<file path="src/rtl/mips_cpu_run_monitor_if.sv">
// Bus bundle between the run monitor and whatever drives it (host/bench side)
// plus the core status signals it observes.
//   slave  : the monitor -- takes start/expected_v0/core status, drives core
//            control and the result registers.
//   master : host side -- the mirror image of slave.
interface mips_cpu_run_monitor_if #(
  parameter int DATA_W = 32,
  parameter int CNT_W  = 32
);
  logic              start;
  logic [DATA_W-1:0] expected_v0;
  logic              cpu_active;
  logic [DATA_W-1:0] cpu_register_v0;
  logic              cpu_reset;
  logic              cpu_clk_enable;
  logic [CNT_W-1:0]  cycle_count;
  logic [15:0]       stall_count;
  logic              done;
  logic              pass;
  logic              timeout;
  logic              active_err;

  modport master (
    output start, expected_v0, cpu_active, cpu_register_v0,
    input  cpu_reset, cpu_clk_enable, cycle_count, stall_count,
           done, pass, timeout, active_err
  );

  modport slave (
    input  start, expected_v0, cpu_active, cpu_register_v0,
    output cpu_reset, cpu_clk_enable, cycle_count, stall_count,
           done, pass, timeout, active_err
  );
endinterface

</file>
<file path="src/rtl/mips_cpu_run_monitor.sv">
// Run controller/checker for one Harvard MIPS core.
// Holds the core in reset, releases it with clk_enable, waits for cpu_active
// to rise and then fall, counts enabled RUN cycles, enforces a timeout and
// compares register_v0 against the expected value latched at start.
//
// Ports:
//   clk    : single clock, all logic on posedge
//   reset  : asynchronous, active-high
//   bus    : mips_cpu_run_monitor_if.slave
//            in : start, expected_v0, cpu_active, cpu_register_v0
//            out: cpu_reset, cpu_clk_enable, cycle_count, stall_count,
//                 done, pass, timeout, active_err (all registered)
//
// Build option: define STALL_INJECT_EN to add an LFSR that randomly drops
// cpu_clk_enable during RUN and counts those stall cycles; without it
// cpu_clk_enable stays high for the whole run and stall_count reads 0.
//
// state   | meaning
// IDLE    | core held in reset, waiting for start
// RST_CPU | core reset held for RESET_CYCLES cycles
// ARM     | core released, waiting up to ACTIVE_WAIT cycles for cpu_active
// RUN     | core running, counting cycles until halt or timeout
// DONE    | result frozen, core stopped but out of reset (state readable)
module mips_cpu_run_monitor #(
  parameter int          DATA_W         = 32,
  parameter int          CNT_W          = 32,
  parameter int          TIMEOUT_CYCLES = 10000,
  parameter int          RESET_CYCLES   = 1,
  parameter int          ACTIVE_WAIT    = 4,
  parameter logic [15:0] LFSR_SEED      = 16'hACE1
) (
  input logic                   clk,
  input logic                   reset,
  mips_cpu_run_monitor_if.slave bus
);

  if (RESET_CYCLES < 1 || ACTIVE_WAIT < 1 || LFSR_SEED == 16'h0) begin : g_bad_params
    $error("mips_cpu_run_monitor: RESET_CYCLES/ACTIVE_WAIT must be >= 1, LFSR_SEED nonzero");
  end

  localparam int TMR_MAX = (RESET_CYCLES > ACTIVE_WAIT) ? RESET_CYCLES : ACTIVE_WAIT;
  localparam int TMR_W   = (TMR_MAX < 2) ? 1 : $clog2(TMR_MAX);
  localparam logic [TMR_W-1:0] RST_LOAD = TMR_W'(RESET_CYCLES - 1);
  localparam logic [TMR_W-1:0] ARM_LOAD = TMR_W'(ACTIVE_WAIT - 1);
  localparam logic [CNT_W-1:0] TMO_LIM  = CNT_W'(TIMEOUT_CYCLES);

  typedef enum logic [2:0] {IDLE, RST_CPU, ARM, RUN, DONE} state_t;

  state_t            state, state_nx;
  logic [TMR_W-1:0]  tmr;
  logic [DATA_W-1:0] exp_q;
  logic [CNT_W-1:0]  cyc_q;
  logic [CNT_W-1:0]  cyc_inc;
  logic              done_q, pass_q, tmo_q, aerr_q;
  logic              cpu_rst_q, cpu_en_q;
  logic              start_acc, halt, tmo_hit, arm_err;
  logic              stall_now;   // current RUN cycle has the core clock gated
  logic              stall_nx;    // next cycle will be a stall if it is in RUN

  assign cyc_inc = (cyc_q == {CNT_W{1'b1}}) ? cyc_q : cyc_q + 1'b1;

`ifdef STALL_INJECT_EN
  logic [15:0] lfsr_q, lfsr_nx;
  logic [15:0] stall_q;

  // Fibonacci LFSR, taps 16,14,13,11 (shift right, feedback into bit 15).
  function automatic logic [15:0] lfsr_step(input logic [15:0] l);
    logic fb;
    fb = l[0] ^ l[2] ^ l[3] ^ l[5];
    return {fb, l[15:1]};
  endfunction

  always_comb begin
    lfsr_nx = lfsr_q;
    if (start_acc)
      lfsr_nx = LFSR_SEED;
    else if (state == RUN)
      lfsr_nx = lfsr_step(lfsr_q);
  end

  // The LFSR value held during a RUN cycle decides whether that cycle stalls;
  // the enable register is computed from the value the next cycle will hold.
  assign stall_now = (state == RUN) && (lfsr_q[3:0] == 4'h0);
  assign stall_nx  = (lfsr_nx[3:0] == 4'h0);

  always_ff @(posedge clk or posedge reset) begin
    if (reset) begin
      lfsr_q  <= LFSR_SEED;
      stall_q <= '0;
    end else begin
      lfsr_q <= lfsr_nx;
      if (start_acc)
        stall_q <= '0;
      else if (stall_now && stall_q != 16'hFFFF)
        stall_q <= stall_q + 16'd1;
    end
  end

  assign bus.stall_count = stall_q;
`else
  assign stall_now       = 1'b0;
  assign stall_nx        = 1'b0;
  assign bus.stall_count = 16'h0;
`endif

  always_ff @(posedge clk or posedge reset) begin
    if (reset)
      state <= IDLE;
    else
      state <= state_nx;
  end

  always_comb begin
    state_nx  = state;
    start_acc = 1'b0;
    halt      = 1'b0;
    tmo_hit   = 1'b0;
    arm_err   = 1'b0;
    case (state)
      IDLE, DONE: begin
        if (bus.start) begin
          start_acc = 1'b1;
          state_nx  = RST_CPU;
        end
      end
      RST_CPU: begin
        if (tmr == '0)
          state_nx = ARM;
      end
      ARM: begin
        if (bus.cpu_active) begin
          state_nx = RUN;
        end else if (tmr == '0) begin
          arm_err  = 1'b1;
          state_nx = DONE;
        end
      end
      RUN: begin
        // Halt is checked before the limit so a halt landing on the limit
        // cycle is reported as a normal finish.
        if (!stall_now) begin
          if (!bus.cpu_active) begin
            halt     = 1'b1;
            state_nx = DONE;
          end else if (cyc_inc >= TMO_LIM) begin
            tmo_hit  = 1'b1;
            state_nx = DONE;
          end
        end
      end
      default: state_nx = IDLE;
    endcase
  end

  // Down-counter shared by RST_CPU and ARM, reloaded on entry to each.
  always_ff @(posedge clk or posedge reset) begin
    if (reset) begin
      tmr <= '0;
    end else if (state_nx == RST_CPU && state != RST_CPU) begin
      tmr <= RST_LOAD;
    end else if (state_nx == ARM && state != ARM) begin
      tmr <= ARM_LOAD;
    end else if (tmr != '0) begin
      tmr <= tmr - 1'b1;
    end
  end

  always_ff @(posedge clk or posedge reset) begin
    if (reset) begin
      exp_q     <= '0;
      cyc_q     <= '0;
      done_q    <= 1'b0;
      pass_q    <= 1'b0;
      tmo_q     <= 1'b0;
      aerr_q    <= 1'b0;
      cpu_rst_q <= 1'b1;
      cpu_en_q  <= 1'b0;
    end else begin
      cpu_rst_q <= (state_nx == IDLE) || (state_nx == RST_CPU);
      cpu_en_q  <= (state_nx == ARM) || (state_nx == RUN && !stall_nx);
      if (start_acc) begin
        exp_q  <= bus.expected_v0;
        cyc_q  <= '0;
        done_q <= 1'b0;
        pass_q <= 1'b0;
        tmo_q  <= 1'b0;
        aerr_q <= 1'b0;
      end else begin
        if (state == RUN && !stall_now)
          cyc_q <= cyc_inc;
        if (halt) begin
          done_q <= 1'b1;
          pass_q <= (bus.cpu_register_v0 == exp_q);
        end
        if (tmo_hit) begin
          done_q <= 1'b1;
          tmo_q  <= 1'b1;
        end
        if (arm_err) begin
          done_q <= 1'b1;
          aerr_q <= 1'b1;
        end
      end
    end
  end

  assign bus.cpu_reset      = cpu_rst_q;
  assign bus.cpu_clk_enable = cpu_en_q;
  assign bus.cycle_count    = cyc_q;
  assign bus.done           = done_q;
  assign bus.pass           = pass_q;
  assign bus.timeout        = tmo_q;
  assign bus.active_err     = aerr_q;

endmodule

</file>
<file path="src/flat_wrapper.sv">
// flat-port wrapper written by rule: the top's interface ports become plain ports
module mips_cpu_run_monitor_flat 
#(
  parameter int          DATA_W         = 32,
  parameter int          CNT_W          = 32,
  parameter int          TIMEOUT_CYCLES = 10000,
  parameter int          RESET_CYCLES   = 1,
  parameter int          ACTIVE_WAIT    = 4,
  parameter logic [15:0] LFSR_SEED      = 16'hACE1
)
  (clk, reset, bus_start, bus_expected_v0, bus_cpu_active, bus_cpu_register_v0, bus_cpu_reset, bus_cpu_clk_enable, bus_cycle_count, bus_stall_count, bus_done, bus_pass, bus_timeout, bus_active_err);
  mips_cpu_run_monitor_if #(.DATA_W(DATA_W), .CNT_W(CNT_W)) bus_i ();
  input logic clk;
  input logic reset;
  input wire logic [$bits(bus_i.start)-1:0] bus_start;
  input wire logic [$bits(bus_i.expected_v0)-1:0] bus_expected_v0;
  input wire logic [$bits(bus_i.cpu_active)-1:0] bus_cpu_active;
  input wire logic [$bits(bus_i.cpu_register_v0)-1:0] bus_cpu_register_v0;
  output wire logic [$bits(bus_i.cpu_reset)-1:0] bus_cpu_reset;
  output wire logic [$bits(bus_i.cpu_clk_enable)-1:0] bus_cpu_clk_enable;
  output wire logic [$bits(bus_i.cycle_count)-1:0] bus_cycle_count;
  output wire logic [$bits(bus_i.stall_count)-1:0] bus_stall_count;
  output wire logic [$bits(bus_i.done)-1:0] bus_done;
  output wire logic [$bits(bus_i.pass)-1:0] bus_pass;
  output wire logic [$bits(bus_i.timeout)-1:0] bus_timeout;
  output wire logic [$bits(bus_i.active_err)-1:0] bus_active_err;
  assign bus_i.start = bus_start;
  assign bus_i.expected_v0 = bus_expected_v0;
  assign bus_i.cpu_active = bus_cpu_active;
  assign bus_i.cpu_register_v0 = bus_cpu_register_v0;
  assign bus_cpu_reset = bus_i.cpu_reset;
  assign bus_cpu_clk_enable = bus_i.cpu_clk_enable;
  assign bus_cycle_count = bus_i.cycle_count;
  assign bus_stall_count = bus_i.stall_count;
  assign bus_done = bus_i.done;
  assign bus_pass = bus_i.pass;
  assign bus_timeout = bus_i.timeout;
  assign bus_active_err = bus_i.active_err;
  mips_cpu_run_monitor #(.DATA_W(DATA_W), .CNT_W(CNT_W), .TIMEOUT_CYCLES(TIMEOUT_CYCLES), .RESET_CYCLES(RESET_CYCLES), .ACTIVE_WAIT(ACTIVE_WAIT), .LFSR_SEED(LFSR_SEED)) u_core (.clk(clk), .reset(reset), .bus(bus_i));
endmodule
</file>
<file path="config.mk">
export PLATFORM = sky130hd
export DESIGN_NAME = mips_cpu_run_monitor_flat
export DESIGN_NICKNAME = d
export VERILOG_FILES = /design/src/rtl/mips_cpu_run_monitor_if.sv /design/src/rtl/mips_cpu_run_monitor.sv /design/src/flat_wrapper.sv
export SDC_FILE = /design/constraint.sdc
export NUM_CORES = 1
export LEC_CHECK = 0
export BUFFER_PORTS_ARGS = -buffer_cell sky130_fd_sc_hd__buf_2
export CAP_MARGIN = 30
export CORE_UTILIZATION = 45
export DETAILED_ROUTE_END_ITERATION = 7
export PLACE_DENSITY_LB_ADDON = 0.15
export SKIP_CTS_REPAIR_TIMING = 1
export SLEW_MARGIN = 20
export SYNTH_ARGS = -nofsm -noshare
export SYNTH_HDL_FRONTEND = slang
export SYNTH_SLANG_ARGS = --single-unit
</file>
<file path="constraint.sdc">
create_clock -name clk -period 6.7 [get_ports clk]
set_input_delay 0.67 -clock clk [delete_from_list [all_inputs] [get_ports clk]]
set_output_delay 0.67 -clock clk [all_outputs]
set_load 0.01 [all_outputs]
</file>
## Word-level counts from Yosys, hierarchy flattened

Index checks and enable logic that the tools add are counted.

- Flip-flop bits (word level): 75
- Input port bits: 68
- Output and inout port bits: 54
- Logic and storage cells: 72

- Add/subtract/negate cells: 2
- Order comparisons: 1
- Equal/unequal tests: 11
- Multiplexer cells: 33
- Reduce and logical (&&, ||, !) cells: 15

Operators with widths:

| kind | count |
|---|---|
| two-way mux 32 bit | 3 |
| adder 32 x 1 -> 32 bit (second input constant) | 1 |
| equality test 32 bit | 1 |
| equality test 32 bit (second input constant) | 1 |
| greater-or-equal comparator 32 x 14 -> 1 bit (second input constant) | 1 |
| two-way mux 1 bit | 20 |
| two-way mux 3 bit | 6 |
| equality test 3 x 2 -> 1 bit (second input constant) | 4 |
| one-hot mux 3 bit (4 select lines) | 1 |
| nonzero test 2 bit | 5 |
| equality test 3 x 1 -> 1 bit (second input constant) | 2 |
| zero test 3 bit | 2 |
| two-way mux 2 bit | 3 |
| nonzero test 4 bit | 1 |
| equality test 3 bit (second input constant) | 1 |
| inequality test 3 x 1 -> 1 bit (second input constant) | 1 |
| inequality test 3 x 2 -> 1 bit (second input constant) | 1 |
| nonzero test 3 bit | 1 |
| logical AND 1 bit | 2 |
| zero test 2 bit | 1 |
| logical OR 1 bit | 2 |
| OR reduction 2 bit | 1 |
| subtractor 2 x 1 -> 2 bit (second input constant) | 1 |

## Depth between registers and ports, before layout

Gate-level depths: netlist of the first run.

- Depth in word-level cells: 10
- Gate-level depth with buffers: 12
- Gate-level depth less buffers: 9

## Worst setup path before layout of the first run

Ideal clock, no wire load.

- Kind: reg2reg
- From: register u_core.cyc_q[0] (netlist: u_core.bus.cycle_count[0])
- To: register u_core.state[2]
- Setup time: 0.131 ns
- Arrival: 2.961 ns
- Data required time: 6.569 ns
- Path slack: 3.608 ns
- Stages on the path, launching flop included: 12
- Path buffers: 2
- Period minus slack after synthesis: 3.092 ns
- Cells stage by stage: dfrtp_1 -> ha_1 -> and3_1 -> bufbuf_16 -> and3_1 -> clkbuf_1 -> and3_1 -> nor4_1 -> xor2_1 -> nor3_1 -> a31oi_1 -> or3_1

- Word-level cells in the longest chain between the ends: 6
- Elaborated cells on any way between the ends: 7

Ends and longest elaborated chain:

| item | RTL line | text |
|---|---|---|
| start, declared | mips_cpu_run_monitor.sv:52 | `logic [CNT_W-1:0] cyc_q;` |
| start signal, assigned | mips_cpu_run_monitor.sv:190 | `cyc_q <= cyc_inc;` |
| adder 32 x 1 -> 32 bit / equality test 32 bit (equally long branches) | mips_cpu_run_monitor.sv:60 | `assign cyc_inc = (cyc_q == {CNT_W{1'b1}}) ? cyc_q : cyc_q + 1'b1;` |
| two-way mux 32 bit * | mips_cpu_run_monitor.sv:60 |  |
| greater-or-equal comparator 32 x 14 -> 1 bit * | mips_cpu_run_monitor.sv:145 | `end else if (cyc_inc >= TMO_LIM) begin` |
| two-way mux 3 bit * | mips_cpu_run_monitor.sv:145 |  |
| two-way mux 3 bit * | mips_cpu_run_monitor.sv:142 | `if (!bus.cpu_active) begin` |
| one-hot mux 3 bit (4 select lines) * | mips_cpu_run_monitor.sv:119 | `case (state)` |
| via u_core.state_nx[2] | mips_cpu_run_monitor.sv:49 | `state_t state, state_nx;` |
| end signal, assigned | mips_cpu_run_monitor.sv:110 | `state <= state_nx;` |
| end, declared | mips_cpu_run_monitor.sv:49 |  |

The timed path passes the listed nets; every way through them passes the cells marked *.
A chain may end at the register's enable or synchronous reset.

## Worst setup path after layout of the first run

- From: register u_core.cyc_q[21] (netlist: u_core.bus.cycle_count[21])
- To: register u_core.state[2]

The elaborated chain is that of the path after synthesis.

==> results of run 1 <==
-- layer usage --
metal / up-vias / track usage [%] / share of wire, %
met5: - / 0 / 0
met4: 0 / 6.84 / 1.4
met3: 20 / 4.20 / 6.4
met2: 175 / 37.3 / 46
met1: 2097 / 34.7 / 46
li1: 2148 / - / -
-- stage by stage --
step / setup WS, ps / power, uW
after floorplan: 3610 / 1130
after global placement: 3300 / 1280
after detailed placement: 3140 / 1310
after CTS: 3130 / 1700
after global routing: 2830 / 1820
final: 3030 / 1690
-- layout by cell type, fill, tap and decap left out, types with 5 or more instances in the layout --
| master | Yosys | layout |
|---|---|---|
| nor2_1 | 36 | 35 |
| nand4_1 | 27 | 27 |
| a31oi_1 | 15 | 15 |
| nor4_1 | 6 | 6 |
| inv_1 | 11 | 10 |
| and3_1 | 9 | 9 |
| o21ai_0 | 41 | 41 |
| a311oi_1 | 5 | 5 |
| clkbuf_8 | 0 | 9 |
| and4_1 | 7 | 7 |
| xnor2_1 | 37 | 37 |
| conb_1 | 1 | 16 |
| nor3_1 | 11 | 11 |
| a21oi_1 | 14 | 14 |
| o31ai_1 | 12 | 12 |
| nand2_1 | 131 | 131 |
| nand3_1 | 18 | 18 |
| buf_2 | 4 | 105 |
| dfrtp_1 | 74 | 74 |
-- sequential cells by signal, indices dropped and copies added (netlist names), 2 cells and up --
| signal | count |
|---|---|
| u_core.bus.cycle_count | 32 |
| u_core.exp_q | 32 |
| u_core.state | 3 |
| u_core.tmr | 2 |
-- report_power, final --
part,internal (uW),total (uW),switching [uW],leakage [uW]
logic,248,595,347,0.00141
registers,591,704,113,0.000977
clock network,211,390,179,0.000111
-- kinds of logic after synthesis --
logic type      synth area share, %
compound gates                 15.6
xor+xnor                       7.65
fa+ha+maj                     0.533
buf+inv                        7.97
flops                          40.0
mux                           0.453
other cells                  0.0799
simple gates                   27.7
-- critical path, delay by kind of cell (launching register included) --
family	cells	cell delay [ps]
compound gates	3	680
flops	1	580
simple gates	5	2280
-- final cells by class --
cell class / count / area [sq um] / area share, %
sequential: 75 / 1880 / 34.8
tap: 133 / 166 / 3.08
timing repair buffer: 111 / 598 / 11.1
clock buffer: 10 / 128 / 2.36
clock inverter: 6 / 87.6 / 1.62
multi-input combinational: 443 / 2500 / 46.3
inverter: 11 / 41.3 / 0.765
-- worst min path at each step --
stage / startpoint / endpoint / slack, ps / cells after the start
after global placement: u_core.bus.done / u_core.bus.done / 470 / 1
after CTS: bus_expected_v0[19] / u_core.exp_q[19] / 490 / 3
after global routing: reset / u_core.exp_q[9] / 390 / 3
after floorplan: u_core.exp_q[0] / u_core.exp_q[0] / 470 / 2
after detailed placement: u_core.exp_q[26] / u_core.exp_q[26] / 480 / 2
final: reset / u_core.exp_q[18] / 370 / 3
==> flow_summary.json, run 1 <==
{
  "synthArstFlopShare_pct": 100,
  "antenna_found_initial": 0,
  "ant_nets": 0,
  "ys_seq_area_share_pct": 40.0,
  "cts_tree": "built",
  "drive_gt1_share_pct": 21.5,
  "tightest_slew_ps": 862,
  "die_y_um": 104,
  "post-route-period-util_pct": 54.7,
  "worstSetupStartpoint": "u_core.bus.cycle_count[21]",
  "clk_pin_slew_worst_paths_ps": 90,
  "ys_ff_latch": 75,
  "synth_edf_count": 0,
  "die_width_um": 104,
  "ys_types": 63,
  "final_cells": 789,
  "hold_viol": 0,
  "nets": 721,
  "cap_violations": 0,
  "rows": 36,
  "critPathMaxStageDelay_ps": 710,
  "setup_violations": 0,
  "crit_type": "register to register",
  "p_per_area_nw_per_um2": 313,
  "die-area_sq_um": 10800,
  "numCtsBuffers": 9,
  "diodes": 0,
  "core_area_sq_um": 9950,
  "fmax_mhz": 273,
  "path_cells": "nand4_2 -> nor3_1 -> nand3_1 -> a311oi_1 -> a311oi_1 -> nor3_1 -> a31oi_1 -> or3_1",
  "netlist_instances": 565,
  "overflow": 0,
  "yosys-top-cells-area": "dfrtp_1, nand2_1, xnor2_1",
  "fin_area_sq_um": 5400,
  "final_core_util_pct": 54.2,
  "drc": 0,
  "place.gp.congestion": 0.954,
  "reg2reg_setup_slack_ps": 3030,
  "place_area_sq_um": 5150,
  "clock-sinks": 75,
  "vias": 4440,
  "drtIter0Drc": 378,
  "p_leak_uw": 0.00250,
  "crit_end": "u_core.state[2]",
  "synth_area_leader_cell": "dfrtp_1",
  "fin_setup_tns_ps": 0,
  "clock_skew_ps": 9.74,
  "critPathMaxFanout": 13,
  "start_util_pct": 47.1,
  "start_kind": "register",
  "crit_arrival_ps": 3900,
  "irDropWorstVdd_mv": 0.249,
  "dp_hpwl_mm": 9.19,
  "status": "finished clean",
  "cts_max_level": 3,
  "avgSynthCellArea_sq_um": 8.30,
  "grt_max_degree": 76,
  "drt-pass1-iter-count": 5,
  "grt_setup_unrepaired": "false",
  "ff2ff_path_depth": 8,
  "grt_pass1_wl_mm": 21.0,
  "synth.top_cell.area_share_pct": 39.5,
  "max_slew_margin_pct": 42.4,
  "slowest_stage": "nor3_1",
  "whs_ps": 370,
  "end_kind": "register",
  "port_buffers": 105,
  "root_buffer": "clkbuf_8",
  "synth_commonest_cells": "nand2_1, dfrtp_1, o21ai_0, xnor2_1, nor2_1",
  "io_pins": 122,
  "critPathRequiredTime_ps": 6940,
  "routed_via_density": 5.63,
  "drt_wl_total_mm": 12.8,
  "finalMaxSlewViolations": 0,
  "yosys_warnings": 0,
  "grt_util_all_layers_pct": 24.1,
  "routedWlPerCell_um": 16.2,
  "n_fill_cell": 954,
  "hold_class": "primary input to async pin",
  "clk_latency_ps": 350,
  "grt_pass1_vias": 4108,
  "dp.cells": 772,
  "synth.most_common_cell": "nand2_1",
  "cts.path.max_buffers": 2,
  "syn_to_final_growth_pct": 15.0,
  "r2r-start": "u_core.bus.cycle_count[21]",
  "post-route-min-period_ps": 3670,
  "synthFlopType": "dfrtp_1",
  "timing.rr.end": "u_core.state[2]",
  "syn_area_sq_um": 4690
}
No activity file was read; power rests on OpenSTA's default activity.
==> run 2, diff against run 1 <==
==> constraint.sdc (replaced) <==
create_clock -name clk -period 3.8 [get_ports clk]
set_input_delay 0.38 -clock clk [delete_from_list [all_inputs] [get_ports clk]]
set_output_delay 0.38 -clock clk [all_outputs]
set_load 0.01 [all_outputs]
==> run 2 against run 1 <==
Effect of this change:
- power up 77%
- clock power up 73%
- critical path type unchanged
- non-clock buffer count up 9
- largest cell class unchanged
- die area unchanged
- final area up 1.1%
- via count up 1.3%
- register-to-register slack worse by 2600 ps
- first-iteration DRC count down 15%
==> flow_summary.json, run 2 (synthesized netlist as in run 1, its figures left out) <==
{
  "p_leak_uw": 0.00253,
  "cts_tree": "built",
  "die_y_um": 104,
  "cts.path.max_buffers": 2,
  "crit_type": "register to register",
  "cap_violations": 0,
  "grt_pass1_vias": 4186,
  "clock-sinks": 75,
  "nets": 730,
  "io_pins": 122,
  "start_util_pct": 47.1,
  "multi_input_area_sq_um": 2500,
  "finalMaxSlewViolations": 0,
  "seq_area_sq_um": 1880,
  "irDropWorstVdd_mv": 0.538,
  "dp_hpwl_mm": 9.41,
  "drt-pass1-iter-count": 5,
  "fin_setup_tns_ps": 0,
  "ant_nets": 0,
  "diodes": 0,
  "fmax_mhz": 298,
  "clk_latency_ps": 350,
  "overflow": 0,
  "worstSetupStartpoint": "u_core.bus.cycle_count[0]",
  "grt_util_all_layers_pct": 24.7,
  "r2r-start": "u_core.bus.cycle_count[0]",
  "port_buffers": 105,
  "grt_setup_unrepaired": "false",
  "final_common_cell": "nand2_1",
  "p_per_area_nw_per_um2": 549,
  "clock_skew_ps": 11.7,
  "vias": 4497,
  "start_kind": "register",
  "syn_to_final_growth_pct": 16.3,
  "ff2ff_path_depth": 9,
  "die-area_sq_um": 10800,
  "critPathMaxFanout": 11,
  "max_slew_margin_pct": 52.5,
  "clk_pin_slew_worst_paths_ps": 80,
  "die_width_um": 104,
  "end_kind": "register",
  "post-route-min-period_ps": 3360,
  "routed_via_density": 5.64,
  "crit_end": "u_core.state[2]",
  "antenna_found_initial": 0,
  "drive_gt1_share_pct": 22.3,
  "whs_ps": 29.7,
  "hold_class": "primary input to async pin",
  "status": "finished clean",
  "critPathRequiredTime_ps": 4040,
  "place.gp.congestion": 0.942,
  "timing.rr.end": "u_core.state[2]",
  "fin_ws_ps": 444,
  "tightest_slew_ps": 706,
  "cts_max_level": 3,
  "rows": 36,
  "root_buffer": "clkbuf_8",
  "grt_pass1_wl_mm": 21.4,
  "n_fill_cell": 939,
  "core_area_sq_um": 9950,
  "drt_wl_total_mm": 13.2,
  "drtIter0Drc": 321,
  "grt_max_degree": 76,
  "layout_common_cells": "nand2_1, buf_2, dfrtp_1",
  "numCtsBuffers": 9,
  "post-route-period-util_pct": 88.3,
  "crit_arrival_ps": 3590,
  "pre_cts_ws_ps": 479,
  "setup_violations": 0,
  "reg2reg_setup_slack_ps": 440,
  "drc": 0,
  "hold_viol": 0,
  "routedWlPerCell_um": 16.5
}
## run 2: cell count changes in the layout (fill, tap and decap cells not counted)
cell	delta
buf_4	+9
clkinvlp_4	+1
inv_6	-1
clkbuf_1	+1
clkinv_2	-2
## run 2: layer usage
metal  global-route usage, %  wire (um)
met4                    8.98        241
met2                    37.6       5930
met3                    4.26        859
met1                    35.2       6150
met5                       0          0
## run 2: per-stage QoR
| step | power [uW] | util [%] | std cells | instance area, sq um |
|---|---|---|---|---|
| after floorplan | 2000 | - | 580 | 4750 |
| after global placement | 2270 | 52.3 | 780 | 5210 |
| after detailed placement | 2320 | 52.5 | 781 | 5220 |
| after CTS | 3010 | 54.6 | 796 | 5430 |
| after global routing | 3210 | 54.8 | 797 | 5460 |
| final | 2990 | 54.8 | 797 | 5460 |
## run 2: worst min-delay path by stage
stage,start,endpoint,cells past startpoint,slack [ps]
after detailed placement,u_core.exp_q[16],u_core.exp_q[16],2,480
after floorplan,u_core.exp_q[0],u_core.exp_q[0],2,470
after global placement,u_core.exp_q[8],u_core.exp_q[8],2,480
final,reset,u_core.exp_q[18],3,30
after global routing,reset,u_core.exp_q[18],3,40
after CTS,bus_expected_v0[20],u_core.exp_q[20],3,200
## run 2: cell type report
type	instances	share of cell area [%]
Timing Repair Buffer	120	12.2
Sequential cell	75	34.4
Multi-Input combinational cell	443	45.8
Clock buffer	11	2.41
Inverter	11	0.757
Tap cell	133	3.05
Clock inverter	4	1.40
## run 2: power by group
group | switching, uW | internal [uW] | leakage (uW)
Clock | 308 | 368 | 0.0000996
Combinational | 627 | 445 | 0.00146
Sequential | 204 | 1040 | 0.000977
## run 2: worst max-delay path: stages, from the launching register on
cell and delay, ps:
dfrtp_1 450, ha_1 250, and3_1 270, and3_1 290
and3_1 350, nor4_1 650, xor2_1 140, nor3_1 260
a31oi_1 190, or3_1 390
